--- src/rtl/ifq_pkg.sv ---
// Shared types and constants for the instruction-fetch prefetch queue.
package ifq_pkg;

    localparam int unsigned IFQ_XLEN = 32;
    localparam int unsigned PC_STEP  = 4;
    localparam logic [IFQ_XLEN-1:0] DEFAULT_RESET_PC = 32'h0000_3000;

    typedef struct packed {
        logic [IFQ_XLEN-1:0] pc;
        logic [IFQ_XLEN-1:0] ins;
    } ifq_entry_t;

endpackage

--- src/rtl/ifq_fifo.sv ---
// Registered FIFO holding fetched {pc, ins} entries; flush wins over push/pop.
module ifq_fifo
    import ifq_pkg::*;
#(
    parameter int unsigned DEPTH   = 4,
    parameter type         entry_t = ifq_entry_t
) (
    input  logic                   clk,
    input  logic                   rst_n,
    input  logic                   push_i,
    input  entry_t                 data_i,
    input  logic                   pop_i,
    input  logic                   flush_i,
    output entry_t                 head_o,
    output logic [$clog2(DEPTH):0] count_o,
    output logic                   empty_o,
    output logic                   full_o
);

    localparam int unsigned PTR_W = $clog2(DEPTH);
    localparam int unsigned CNT_W = PTR_W + 1;

    entry_t           mem_q [DEPTH];
    logic [PTR_W-1:0] wr_ptr_q, wr_ptr_d;
    logic [PTR_W-1:0] rd_ptr_q, rd_ptr_d;
    logic [CNT_W-1:0] count_q, count_d;
    logic             do_push;
    logic             do_pop;

    assign full_o  = (count_q == CNT_W'(DEPTH));
    assign empty_o = (count_q == '0);
    assign do_push = push_i && !full_o && !flush_i;
    assign do_pop  = pop_i && !empty_o && !flush_i;
    assign head_o  = mem_q[rd_ptr_q];
    assign count_o = count_q;

    // Pointer and count update; pointers wrap naturally because DEPTH is a power of two.
    always_comb begin
        wr_ptr_d = wr_ptr_q;
        rd_ptr_d = rd_ptr_q;
        count_d  = count_q;
        if (flush_i) begin
            wr_ptr_d = '0;
            rd_ptr_d = '0;
            count_d  = '0;
        end else begin
            if (do_push) begin
                wr_ptr_d = wr_ptr_q + PTR_W'(1);
            end
            if (do_pop) begin
                rd_ptr_d = rd_ptr_q + PTR_W'(1);
            end
            case ({do_push, do_pop})
                2'b10:   count_d = count_q + CNT_W'(1);
                2'b01:   count_d = count_q - CNT_W'(1);
                default: count_d = count_q;
            endcase
        end
    end

    // Pointer/count registers.
    always_ff @(posedge clk or negedge rst_n) begin
        if (!rst_n) begin
            wr_ptr_q <= '0;
            rd_ptr_q <= '0;
            count_q  <= '0;
        end else begin
            wr_ptr_q <= wr_ptr_d;
            rd_ptr_q <= rd_ptr_d;
            count_q  <= count_d;
        end
    end

    // Entry storage; contents need no reset since count gates visibility.
    always_ff @(posedge clk) begin
        if (do_push) begin
            mem_q[wr_ptr_q] <= data_i;
        end
    end

endmodule

--- src/rtl/if_prefetch_queue.sv ---
// Instruction-fetch front end: streams PCs to imem and buffers responses for decode.
module if_prefetch_queue
    import ifq_pkg::*;
#(
    parameter int unsigned     XLEN            = IFQ_XLEN,
    parameter int unsigned     DEPTH           = 4,
    parameter int unsigned     MAX_OUTSTANDING = 2,
    parameter logic [XLEN-1:0] RESET_PC        = XLEN'(DEFAULT_RESET_PC)
) (
    input  logic                   clk,
    input  logic                   rst,
    output logic                   imem_req,
    output logic [XLEN-1:0]        imem_addr,
    input  logic                   imem_gnt,
    input  logic                   imem_rvalid,
    input  logic [XLEN-1:0]        imem_rdata,
    input  logic                   redirect,
    input  logic [XLEN-1:0]        redirect_pc,
    output logic                   id_valid,
    output logic [XLEN-1:0]        id_pc,
    output logic [XLEN-1:0]        id_ins,
    input  logic                   id_ready,
    output logic [$clog2(DEPTH):0] occupancy
);

    localparam int unsigned CNT_W = $clog2(DEPTH) + 1;
    localparam int unsigned SUM_W = CNT_W + 1;
    localparam logic [XLEN-1:0] STEP = XLEN'(PC_STEP);

    typedef struct packed {
        logic [XLEN-1:0] pc;
        logic [XLEN-1:0] ins;
    } entry_t;

    logic [XLEN-1:0]  fetch_pc_q, fetch_pc_d;
    logic [XLEN-1:0]  resp_pc_q, resp_pc_d;
    logic [CNT_W-1:0] outstanding_q, outstanding_d;
    logic [CNT_W-1:0] drop_cnt_q, drop_cnt_d;
    logic [SUM_W-1:0] inflight_sum;
    logic [XLEN-1:0]  target_pc;
    logic             grant;
    logic             drop_resp;
    logic             push;
    logic             pop;
    logic             fifo_empty;
    logic             fifo_full;
    logic             unused_pc_bits;
    entry_t           push_entry;
    entry_t           head_entry;

    assign target_pc      = {redirect_pc[XLEN-1:2], 2'b00};
    assign unused_pc_bits = ^redirect_pc[1:0];

    // Queue space is reserved at issue time, so the sum counts entries plus requests in flight.
    assign inflight_sum = {1'b0, occupancy} + {1'b0, outstanding_q};
    assign imem_req     = rst && !redirect
                          && (inflight_sum < SUM_W'(DEPTH))
                          && (outstanding_q < CNT_W'(MAX_OUTSTANDING));
    assign imem_addr    = fetch_pc_q;
    assign grant        = imem_req && imem_gnt;

    assign drop_resp = imem_rvalid && (drop_cnt_q != '0);
    assign push      = imem_rvalid && !drop_resp && !redirect;
    assign pop       = id_valid && id_ready && !redirect;

    assign push_entry.pc  = resp_pc_q;
    assign push_entry.ins = imem_rdata;

    assign id_valid = !fifo_empty;
    assign id_pc    = head_entry.pc;
    assign id_ins   = head_entry.ins;

    ifq_fifo #(
        .DEPTH   (DEPTH),
        .entry_t (entry_t)
    ) u_fifo (
        .clk     (clk),
        .rst_n   (rst),
        .push_i  (push),
        .data_i  (push_entry),
        .pop_i   (pop),
        .flush_i (redirect),
        .head_o  (head_entry),
        .count_o (occupancy),
        .empty_o (fifo_empty),
        .full_o  (fifo_full)
    );

    // Next-state for PCs and counters; on redirect every in-flight response belongs to the
    // abandoned stream, less the one being discarded in this very cycle.
    always_comb begin
        fetch_pc_d    = fetch_pc_q;
        resp_pc_d     = resp_pc_q;
        outstanding_d = outstanding_q + CNT_W'(grant) - CNT_W'(imem_rvalid);
        drop_cnt_d    = drop_cnt_q;
        if (redirect) begin
            fetch_pc_d = target_pc;
            resp_pc_d  = target_pc;
            drop_cnt_d = outstanding_q - CNT_W'(imem_rvalid);
        end else begin
            if (grant) begin
                fetch_pc_d = fetch_pc_q + STEP;
            end
            if (push) begin
                resp_pc_d = resp_pc_q + STEP;
            end
            if (drop_resp) begin
                drop_cnt_d = drop_cnt_q - CNT_W'(1);
            end
        end
    end

    // State registers; reset abandons anything still in flight.
    always_ff @(posedge clk or negedge rst) begin
        if (!rst) begin
            fetch_pc_q    <= RESET_PC;
            resp_pc_q     <= RESET_PC;
            outstanding_q <= '0;
            drop_cnt_q    <= '0;
        end else begin
            fetch_pc_q    <= fetch_pc_d;
            resp_pc_q     <= resp_pc_d;
            outstanding_q <= outstanding_d;
            drop_cnt_q    <= drop_cnt_d;
        end
    end

    // Structural invariants of the reservation scheme.
    assert property (@(posedge clk) disable iff (!rst)
        outstanding_q <= CNT_W'(MAX_OUTSTANDING));
    assert property (@(posedge clk) disable iff (!rst)
        drop_cnt_q <= outstanding_q);
    assert property (@(posedge clk) disable iff (!rst)
        (inflight_sum - {1'b0, drop_cnt_q}) <= SUM_W'(DEPTH));
    assert property (@(posedge clk) disable iff (!rst)
        !(push && fifo_full));
    assert property (@(posedge clk) disable iff (!rst)
        !(imem_rvalid && (outstanding_q == '0)));

endmodule

--- config.mk ---
export PLATFORM = sky130hd
export DESIGN_NAME = if_prefetch_queue
export DESIGN_NICKNAME = d
export VERILOG_FILES = /design/src/rtl/ifq_pkg.sv /design/src/rtl/ifq_fifo.sv /design/src/rtl/if_prefetch_queue.sv
export SDC_FILE = /design/constraint.sdc
export NUM_CORES = 1
export LEC_CHECK = 0
export CAP_MARGIN = 20
export CORE_MARGIN = 2
export CORE_UTILIZATION = 40
export CTS_CLUSTER_SIZE = 28
export DETAILED_ROUTE_END_ITERATION = 8
export PLACE_DENSITY = 0.68
export SLEW_MARGIN = 20
export SYNTH_ARGS = -nofsm -noshare
export SYNTH_HDL_FRONTEND = slang
export SYNTH_SLANG_ARGS = --single-unit
--- constraint.sdc ---
create_clock -name clk -period 6.32 [get_ports clk]
set_input_delay 1.264 -clock clk [delete_from_list [all_inputs] [get_ports clk]]
set_output_delay 1.264 -clock clk [all_outputs]
set_load 0.005 [all_outputs]
== Word-level counts from Yosys, hierarchy flattened ==
Memory sizes are Yosys's and may differ from the RTL's.
Index checks and enable logic that the tools add are counted.
Cells by class
  add/subtract/negate cells: 11
  $lt $le $gt $ge: 2
  equal/unequal tests: 3
  muxes and demuxes: 14
  reductions and logical operators: 25
Operator list (number)
  $mux 32: 4
  $add 32x3->32 const B: 2
  $logic_and 1x1->1: 13
  $reduce_bool 2->1: 5
  $mux 3: 3
  $mux 2: 4
  $pmux 3 s2: 1
  $reduce_bool 3->1: 2
  $sub 3x1->3: 2
  $sub 3x1->3 const B: 2
  $add 2x1->2 const B: 2
  $add 3x3->4: 1
  $logic_not 1->1: 4
  $lt 4x3->1 const B: 1
  $add 3x1->3: 1
  $add 3x1->3 const B: 1
  $eq 3x3->1 const B: 1
  $logic_not 3->1: 1
  $lt 3x2->1 const B: 1
  $eq 2x1->1 const B: 1
  $eq 2x2->1 const B: 1
  $mux 1: 2
Storage, ports and cells
  flip-flop bits (word level): 77
  bits in writable memories: 256
  input bits: 70
  output and inout bits: 101
  memories kept: 1
Memories
  u_fifo.mem_q: depth 4, width 64, rd ports 1, clocked after memory_dff 0, wr ports 1, RTL line ifq_fifo.sv:23  | entry_t mem_q [DEPTH];

== Longest topological paths before layout ==
Gate-level depths: netlist of run 1.
  depth after elaboration: 10
  gate-level depth with buffers: 11
  depth with buffers taken out: 10

== Cells and area by module ==
From an unflattened synthesis of run 1, not the netlist that was laid out.
Second synthesis, totals
  cells, all modules: 829
  area, all modules: 13802.0 µm²
By module, submodules not included
  ifq_fifo: times used 1, cells an instance 399, area an instance 9789.4 µm²
  if_prefetch_queue: times used 1, cells an instance 430, area an instance 4012.6 µm²

== Least setup slack after synthesis of run 1 ==
Ideal clock, no wire load.
  path kind: input-to-reg
  from: input imem_rvalid
  to: memory u_fifo.mem_q[0][0] (netlist name), enable pin
  setup time: 426 ps
  data arrival time: 3500 ps
  setup slack: 2394 ps
  cell stages on the path: 5
  cells stage by stage: and3b_1 buf_2 o311a_1 clkbuf_1 and2_1
Between the ends
  word-level cells in the longest chain between the ends: 8
RTL lines
  from (decl): RTL line if_prefetch_queue.sv:15  | input logic imem_rvalid,
  $logic_and 1x1->1: RTL line if_prefetch_queue.sv:62  | assign drop_resp = imem_rvalid && (drop_cnt_q != '0);
  $logic_not 1->1: RTL line if_prefetch_queue.sv:63  | assign push = imem_rvalid && !drop_resp && !redirect;
  $logic_and 1x1->1 * (2 in a row): RTL line if_prefetch_queue.sv:63
  $logic_and 1x1->1 * (2 in a row): RTL line ifq_fifo.sv:32  | assign do_push = push_i && !full_o && !flush_i;
  $mux 1 *: RTL line ifq_fifo.sv:76  | if (do_push) begin
  $mux 1 (not written as such) *: RTL line ifq_fifo.sv:77  | mem_q[wr_ptr_q] <= data_i;
  to (decl): RTL line ifq_fifo.sv:23
Every way passes the cells marked *; elsewhere a longest branch is shown, timed or not.

== Worst setup path in the final report of run 1 ==
  from: register u_fifo.rd_ptr_q[0]
  to: output id_ins[25]
Between the ends
  word-level cells in the longest chain between the ends: 1
RTL lines
  from (decl): RTL line ifq_fifo.sv:25  | logic [PTR_W-1:0] rd_ptr_q, rd_ptr_d;
  from (signal assigned): RTL line ifq_fifo.sv:69  | rd_ptr_q <= rd_ptr_d;
  $mem_v2 4x64
  to (decl): RTL line if_prefetch_queue.sv:21  | output logic [XLEN-1:0] id_ins,
Every way passes these cells.

==> flow_metrics.env, run 1 <==
export IMPL_slew_viol_final=0
export IMPL_num_io_pins=171
export IMPL_ys_types=60
export IMPL_cts_buffers=34
export IMPL_synth_edf_count=248
export IMPL_vdd_drop_max_mv=0.189
export IMPL_min_path_cells=1
export IMPL_reg2reg_from="u_fifo.count_o[2]$_DFFE_PN0P_"
export IMPL_clkTransAtPathRegs_ns=0.06
export IMPL_syn_inst=790
export IMPL_critPathMaxStageDelay_ns=0.98
export IMPL_synth_top_area_share=0.559
export IMPL_place_hpwl_um=17500
export IMPL_power_density_nw_per_um2=339
export IMPL_cp_start_kind="register"
export IMPL_startpoint="u_fifo.rd_ptr_q[0]$_DFFE_PN0P_"
export IMPL_area_growth_pct=23.6
export IMPL_use_met1=0.239
export IMPL_ant_nets=0
export IMPL_syn_area_sq_um=13300
export IMPL_setup_viol=0
export IMPL_grt_busiest_layer="met2"
export IMPL_route_final_wire_length_um=28500
export IMPL_cts_root_buf="clkbuf_16"
export IMPL_dieArea_sq_um=34800
export IMPL_hp_class="reg2reg"
export IMPL_power_leakage_nw=5.47
export IMPL_gp_congestion=0.822
export IMPL_antenna_found_initial=0
export IMPL_drive_above_1_share=0.155
export IMPL_track_usage=0.166
export IMPL_hold_buffers=0
export IMPL_relSlewSlack=0.323
export IMPL_clk_latency_ns=0.51
export IMPL_tightest_slew_ns=1.02
export IMPL_path_cells="buf_4 > mux4_2 > clkdlybuf4s50_1"
export IMPL_fin_setup_tns_ns=0
export IMPL_post_cts_resized=0
export IMPL_hp_start="outstanding_q[0]$_DFF_PN0_"
export IMPL_instances_no_fill=1430
export IMPL_numClockSinks=321
export IMPL_clk_path_buf_depth=3
export IMPL_grt_pass1_vias=7983
export IMPL_ys_seq_elements=321
export IMPL_vias=7606
export IMPL_reg2reg_depth=6
export IMPL_status="complete, no violations"
export IMPL_firstDrtPassIters=5
export IMPL_viasPerCell=5.32
export IMPL_synth_area_top_cells="edfxtp_1 56%, dfrtp_1 13%, mux4_2 10%"
export IMPL_grt_ovfl_total=0
export IMPL_diodes=0
export IMPL_drv_cap=0
export IMPL_yosys_warnings=0
export IMPL_dr_first_iter_drc_count=539
export IMPL_rows=66
export IMPL_worstPathMaxFanout=41
export IMPL_start_util=0.407
export IMPL_slowest_stage="dfrtp_4"
export IMPL_period_minus_slack_ns=4.40
export IMPL_clock_skew_ns=0.0184
export IMPL_synth_top_cell_by_area="edfxtp_1"
export IMPL_grt_max_degree=63
export IMPL_critPathBufInv=2
export IMPL_critPathKind="reg2out"
export IMPL_min_period_over_period=0.697
export IMPL_avgSynthCellArea_sq_um=16.9
export IMPL_critPathArrivalTime_ns=3.14
export IMPL_critPathCaptureType="output port"
export IMPL_final_area_sq_um=16500
export IMPL_path_delay_family="buffers and inverters"
export IMPL_postCtsSetupRepairBufs=0
export IMPL_grt_pass1_wl_um=45500
export IMPL_yosysSeqAreaShare=0.696
export IMPL_placed_cells=1368
export IMPL_max_freq_mhz=227
export IMPL_required_ns=5.06
export IMPL_met3_usage=0.0299
export IMPL_nets=1049
export IMPL_coreArea_sq_um=32700
export IMPL_rsz0062_at_grt="false"
export IMPL_htreeDepth=2
export IMPL_fp_dieW_um=187
export IMPL_synth_flop_cell="edfxtp_1"
export IMPL_drc=0
export IMPL_finalHoldViolCount=0
export IMPL_synthArstFlopShare=0.227
export IMPL_grt_util_met2=0.264
export IMPL_cts_tree="built"
export IMPL_die_y_um=187
export IMPL_place_area_sq_um=15400
export IMPL_wl_per_cell_um=20.0
export IMPL_port_buffers=164
export IMPL_cp_depth=3
==> report_power, final <==
group          switching [mW]  internal [mW]
combinational           0.416          0.678
clock                   0.766           1.11
sequential              0.197           2.41
==> area by class of cell <==
cell class                 count  area (sq um)
fill                        2800         16200
sequential                   321          9280
multi-input combinational    416          3830
timing repair buffer         171          1680
clock buffer                  51           978
tap                          442           553
clock inverter                11          75.1
inverter                      18          67.6
==> state kept, by name, summed over array words and instances, names as in the netlist <==
name             count
u_fifo.rd_ptr_q      2
drop_cnt_q           3
u_fifo.count_o       3
u_fifo.mem_q       248
outstanding_q        3
u_fifo.wr_ptr_q      2
resp_pc_q           30
imem_addr           30
==> cells in the mapped netlist, drive strengths merged (9+ instances only) <==
| master | instances |
|---|---|
| xor2 | 22 |
| ha | 15 |
| nand3 | 35 |
| xnor2 | 20 |
| a21oi | 12 |
| mux4 | 62 |
| edfxtp | 248 |
| nor3 | 9 |
| clkbuf | 18 |
| nand4 | 21 |
| inv | 18 |
| nand2 | 46 |
| buf | 20 |
| nor4 | 9 |
| dfrtp | 69 |
| and2 | 9 |
| and3 | 12 |
| mux2 | 12 |
| nor2 | 25 |
| o21ai | 29 |
| a31oi | 9 |
==> routing by layer <==
layer / vias up / part of all wire
met1: 3862 / 0.46
met3: 31 / 0.064
li1: 3444 / -
met2: 269 / 0.46
met5: - / 0
met4: 0 / 0.015
==> worst paths after layout <==
kind	end	slack [ns]
worst max-delay path	id_ins[25]	1.92
worst min-delay path	outstanding_q[0]$_DFF_PN0_	0.55
worst max register to register	imem_addr[27]$_DFFE_PN0P_	3.39
worst min register to register	outstanding_q[0]$_DFF_PN0_	0.55
max in group asynchronous	resp_pc_q[20]$_DFFE_PN0N_	4.57
min in group asynchronous	imem_addr[10]$_DFFE_PN0P_	0.80
==> kinds of logic (layout without fill, tap and decap cells) <==
logic type               count (synthesis)  count (layout)  synth area share
multiplexers                            78              78             0.118
XOR/XNOR                                42              42            0.0276
flip-flops                             321             321             0.696
AO/OA/AOI/OAI                           76              76            0.0352
other                                    1               4          0.000281
AND/OR/NAND/NOR                        199             199            0.0875
buffers and inverters                   56             251            0.0178
adder cells (fa/ha/maj)                 17              17            0.0171
==> stage by stage <==
step	hold WS (ns)	setup slack (ns)	utilization	total power, mW
2_1_floorplan	0.494	2.39	-	3.19
3_3_place_gp	0.532	2.13	0.471	3.75
3_5_place_dp	0.541	2.16	0.471	3.77
4_1_cts	0.555	1.78	0.504	5.66
5_1_grt	0.599	1.65	0.504	5.85
6_report	0.551	1.92	0.504	5.58
==> cell usage in the layout (no fill, tap or decap), types with 5 or more instances in the layout <==
| cell | netlist | final |
|---|---|---|
| mux2_2 | 11 | 11 |
| edfxtp_1 | 248 | 248 |
| o21ai_0 | 9 | 9 |
| xnor2_1 | 20 | 20 |
| inv_1 | 17 | 17 |
| nor3_1 | 8 | 8 |
| clkbuf_16 | 0 | 37 |
| and2_1 | 9 | 5 |
| a31oi_1 | 9 | 9 |
| o211ai_1 | 8 | 8 |
| xor2_1 | 22 | 22 |
| clkinv_2 | 0 | 6 |
| mux4_2 | 62 | 62 |
| ha_1 | 15 | 15 |
| a21oi_1 | 12 | 12 |
| nand2_1 | 46 | 46 |
| nand4_1 | 20 | 20 |
| clkdlybuf4s50_1 | 0 | 162 |
| nand3_1 | 31 | 31 |
| buf_4 | 4 | 7 |
| and3_1 | 11 | 11 |
| and4_1 | 6 | 6 |
| or3_1 | 7 | 7 |
| dfrtp_1 | 69 | 67 |
| o21ai_1 | 20 | 20 |
| nor2_1 | 25 | 25 |
| clkbuf_1 | 18 | 14 |
(Power assumes the default switching activity.)
==> run 2: changes to the inputs <==
- PLACE_DENSITY: 0.68 -> 0.7
- clock period: 6.32 -> 3.6 ns (I/O delays scaled with it)
==> flow_metrics.env, run 2 (same netlist as run 1, synthesis figures left out) <==
export IMPL_critPathArrivalTime_ns=2.37
export IMPL_fillCellCount=2708
export IMPL_area_growth_pct=24.6
export IMPL_cp_start_kind="register"
export IMPL_start_util=0.407
export IMPL_final_area_sq_um=16600
export IMPL_postCtsSetupRepairBufs=0
export IMPL_drv_cap=0
export IMPL_layout_commonest_cell="edfxtp_1"
export IMPL_ant_nets=0
export IMPL_status="complete, no violations"
export IMPL_finalHoldViolCount=0
export IMPL_num_io_pins=171
export IMPL_min_period_over_period=0.858
export IMPL_numClockSinks=321
export IMPL_dieArea_sq_um=34800
export IMPL_drive_above_1_share=0.172
export IMPL_p_switching_mw=2.44
export IMPL_reg2reg_from="u_fifo.count_o[2]$_DFFE_PN0P_"
export IMPL_required_ns=2.88
export IMPL_coreArea_sq_um=32700
export IMPL_rsz0062_at_grt="false"
export IMPL_critPathCaptureType="output port"
export IMPL_sw_frac_of_total=0.252
export IMPL_instances_no_fill=1444
export IMPL_track_usage=0.163
export IMPL_die_y_um=187
export IMPL_period_minus_slack_ns=3.09
export IMPL_critPathBufInv=2
export IMPL_power_mw=9.69
export IMPL_nets=1065
export IMPL_worstPathMaxFanout=19
export IMPL_clkTransAtPathRegs_ns=0.06
export IMPL_cts_tree="built"
export IMPL_clk_path_buf_depth=3
export IMPL_cts_root_buf="clkbuf_16"
export IMPL_timing_hold_ws_ns=0.237
export IMPL_drc=0
export IMPL_placed_cells=1384
export IMPL_hp_class="in2async"
export IMPL_viasPerCell=5.29
export IMPL_p_int_mw=7.24
export IMPL_largest_reg_flops=248
export IMPL_vias=7638
export IMPL_slowest_stage="mux4_2"
export IMPL_gp_congestion=0.839
export IMPL_regMostFlops="u_fifo.mem_q"
export IMPL_r2r_end="imem_addr[6]$_DFFE_PN0P_"
export IMPL_seqPwrFrac=0.460
export IMPL_fp_dieW_um=187
export IMPL_wl_per_cell_um=19.5
export IMPL_route_final_wire_length_um=28200
export IMPL_dr_first_iter_drc_count=533
export IMPL_grt_max_degree=64
export IMPL_path_delay_family="buffers and inverters"
export IMPL_port_buffers=164
export IMPL_setup_viol=0
export IMPL_power_leakage_nw=5.55
export IMPL_place_hpwl_um=18200
export IMPL_relSlewSlack=0.440
export IMPL_power_density_nw_per_um2=583
export IMPL_clk_latency_ns=0.50
export IMPL_post_cts_resized=0
export IMPL_cts_buffers=34
export IMPL_antenna_found_initial=0
export IMPL_slew_viol_final=0
export IMPL_grt_pass1_vias=7770
export IMPL_fin_setup_tns_ns=0
export IMPL_htreeDepth=2
export IMPL_critPathKind="reg2out"
export IMPL_cp_depth=3
export IMPL_reg2reg_depth=7
export IMPL_pwr_share_clk=0.324
export IMPL_hold_buffers=0
export IMPL_path_cells="buf_4 > mux4_2 > clkdlybuf4s50_1"
export IMPL_place_area_sq_um=15600
export IMPL_tightest_slew_ns=0.840
export IMPL_critPathMaxStageDelay_ns=0.62
export IMPL_max_freq_mhz=324
export IMPL_vdd_drop_max_mv=0.278
export IMPL_power_frac_comb=0.216
export IMPL_firstDrtPassIters=4
export IMPL_clock_skew_ns=0.0141
export IMPL_rrSetupSlack_ns=1.12
export IMPL_final_cell_mix="248 x edfxtp_1, 163 x clkdlybuf4s50_1, 67 x dfrtp_1"
export IMPL_grt_ovfl_total=0
export IMPL_grt_pass1_wl_um=44400
export IMPL_rows=66
-- run 2: per-stage QoR --
step | utilization | worst slack [ns]
after floorplan | - | 0.218
after global placement | 0.477 | 0.537
after detailed placement | 0.477 | 0.527
after CTS | 0.508 | 0.443
after global routing | 0.508 | 0.358
final | 0.508 | 0.512
-- run 2: layout make-up --
type,count,area (sq um),share of cell area
flip-flops and latches,321,9280,0.559
multi-input cells,416,3820,0.230
repair buffers,187,1880,0.113
clock buffers,43,906,0.0546
well taps,442,553,0.0333
clock inverters,16,83.8,0.00505
inverters,18,67.6,0.00407
diodes,1,2.50,0.000151
-- run 2: how the worst max path moves through the flow --
| stage | slack, ns | start | to |
|---|---|---|---|
| after floorplan | 0.22 | imem_rvalid | u_fifo.mem_q[2][0]$_DFFE_PP_ |
| after global placement | 0.54 | imem_rvalid | u_fifo.count_o[2]$_DFFE_PN0P_ |
| after detailed placement | 0.53 | imem_rvalid | u_fifo.count_o[2]$_DFFE_PN0P_ |
| after CTS | 0.44 | u_fifo.rd_ptr_q[0]$_DFFE_PN0P_ | id_pc[12] |
| after global routing | 0.36 | u_fifo.count_o[1]$_DFFE_PN0P_ | imem_req |
| final | 0.51 | u_fifo.rd_ptr_q[0]$_DFFE_PN0P_ | id_pc[12] |
-- run 2: power groups by stage --
stage,clock (mW),combinational (mW),sequential [mW]
finish,3.14,2.09,4.46
global route,3.38,2.28,4.49
CTS,3.23,2.15,4.45
detailed placement,0,2.14,4.53
global placement,0,2.12,4.52
floorplan,0,1.16,4.45
-- run 2: metal layers --
layer,track usage,routed length (um)
met5,0,0
met3,0.0325,1900
met1,0.234,12900
met4,0.0336,378
met2,0.260,13000
==> run 3: changes to the inputs <==
- clock period: 3.6 -> 2.8 ns (I/O delays scaled with it)
==> flow_metrics.env, run 3 (same netlist as run 1, synthesis figures left out) <==
export IMPL_numClockSinks=321
export IMPL_ff_latch_area_sq_um=9290
export IMPL_grt_pass1_vias=7944
export IMPL_grt_pass1_wl_um=45500
export IMPL_period_minus_slack_ns=2.73
export IMPL_vias=7725
export IMPL_firstDrtPassIters=4
export IMPL_vdd_drop_max_mv=0.382
export IMPL_drc=0
export IMPL_clk_path_buf_depth=3
export IMPL_cts_root_buf="clkbuf_16"
export IMPL_critPathArrivalTime_ns=2.17
export IMPL_finalWorstSetupSlack_ns=0.0671
export IMPL_slew_viol_final=0
export IMPL_instances_no_fill=1468
export IMPL_place_hpwl_um=18500
export IMPL_placed_cells=1395
export IMPL_cts_buffers=35
export IMPL_hp_class="in2async"
export IMPL_htreeDepth=2
export IMPL_critPathKind="reg2out"
export IMPL_port_buffers=164
export IMPL_ant_nets=0
export IMPL_final_area_sq_um=17000
export IMPL_clkTransAtPathRegs_ns=0.06
export IMPL_route_final_wire_length_um=29000
export IMPL_pwr_share_clk=0.350
export IMPL_relSlewSlack=0.499
export IMPL_power_leakage_nw=5.85
export IMPL_min_period_over_period=0.976
export IMPL_clk_latency_ns=0.51
export IMPL_track_usage=0.168
export IMPL_cts_tree="built"
export IMPL_p_switching_mw=3.26
export IMPL_drive_above_1_share=0.195
export IMPL_max_freq_mhz=366
export IMPL_timing_hold_ws_ns=0.0868
export IMPL_final_core_util=0.521
export IMPL_power_mw=13.1
export IMPL_rows=66
export IMPL_worstPathMaxFanout=6
export IMPL_diodes=0
export IMPL_place_ws_ns=0.0908
export IMPL_final_cell_mix="248 x edfxtp_1, 105 x clkdlybuf4s50_1, 66 x dfrtp_1"
export IMPL_fp_dieW_um=187
export IMPL_place_area_sq_um=15800
export IMPL_power_density_nw_per_um2=768
export IMPL_viasPerCell=5.26
export IMPL_finalHoldViolCount=0
export IMPL_power_frac_comb=0.211
export IMPL_fillCellCount=2702
export IMPL_coreArea_sq_um=32700
export IMPL_layout_commonest_cell="edfxtp_1"
export IMPL_multi_input_area_sq_um=3840
export IMPL_setup_viol=0
export IMPL_dieArea_sq_um=34800
export IMPL_status="complete, no violations"
export IMPL_largest_reg_flops=248
export IMPL_dr_first_iter_drc_count=496
export IMPL_tightest_slew_ns=0.751
export IMPL_gp_congestion=0.822
export IMPL_p_int_mw=9.84
export IMPL_grt_max_degree=57
export IMPL_clock_skew_ns=0.0105
export IMPL_area_growth_pct=27.9
export IMPL_regMostFlops="u_fifo.mem_q"
export IMPL_antenna_found_initial=0
export IMPL_die_y_um=187
export IMPL_sw_frac_of_total=0.249
export IMPL_rsz0062_at_grt="true"
export IMPL_required_ns=2.24
export IMPL_fin_setup_tns_ns=0
export IMPL_drv_cap=0
export IMPL_wl_per_cell_um=19.7
export IMPL_start_util=0.407
export IMPL_nets=1087
export IMPL_grt_ovfl_total=0
export IMPL_critPathCaptureType="output port"
export IMPL_cp_start_kind="register"
export IMPL_seqPwrFrac=0.439
export IMPL_num_io_pins=171
-- run 3: final cells by class --
class	instances	share of cell area
clock buffer	49	0.0592
clock inverter	14	0.00881
inverter	18	0.00397
multi-input combinational	416	0.226
sequential	321	0.545
tap	442	0.0325
timing repair buffer	208	0.125
-- run 3: power groups by stage --
| stage | clock [mW] | sequential, mW | combinational [mW] |
|---|---|---|---|
| 2_1_floorplan | 0 | 5.72 | 1.49 |
| 3_3_place_gp | 0 | 5.83 | 2.77 |
| 3_5_place_dp | 0 | 5.84 | 2.79 |
| 4_1_cts | 4.70 | 5.74 | 2.80 |
| 5_1_grt | 4.89 | 5.78 | 3.02 |
| 6_report | 4.58 | 5.74 | 2.77 |
-- run 3: timing repair --
action | in CTS | in global routing
gates cloned | 1 | 0
setup endpoints to repair | 63 | 7
pin swaps | 2 | 2
setup buffers | 8 | 1
hold buffers | 0 | 0
gates resized for setup | 61 | 7
-- run 3: final timing paths --
kind,depth (start not counted),start,endpoint,slack (ns)
max,3,u_fifo.rd_ptr_q[0]$_DFFE_PN0P_,id_pc[4],0.07
min,2,rst,imem_addr[4]$_DFFE_PN0P_,0.09
max reg2reg,13,outstanding_q[1]$_DFF_PN0_,outstanding_q[2]$_DFF_PN0_,0.17
min reg2reg,1,outstanding_q[0]$_DFF_PN0_,outstanding_q[0]$_DFF_PN0_,0.54
max in group asynchronous,3,rst,resp_pc_q[27]$_DFFE_PN0N_,1.68
min in group clk,1,outstanding_q[0]$_DFF_PN0_,outstanding_q[0]$_DFF_PN0_,0.54
-- run 3: worst max-delay path, stage by stage, from the launching register on --
cell and delay, ns:
dfrtp_4 0.52, buf_8 0.17, mux4_2 0.51, clkdlybuf4s50_1 0.46
-- run 3: routing by layer --
metal  vias up  routed length (um)  track usage
met5         -                   0            0
met2       256               13500        0.270
met4         0                 478       0.0421
met1      3907               13200        0.239
li1       3526                   -            -
met3        36                1800       0.0316
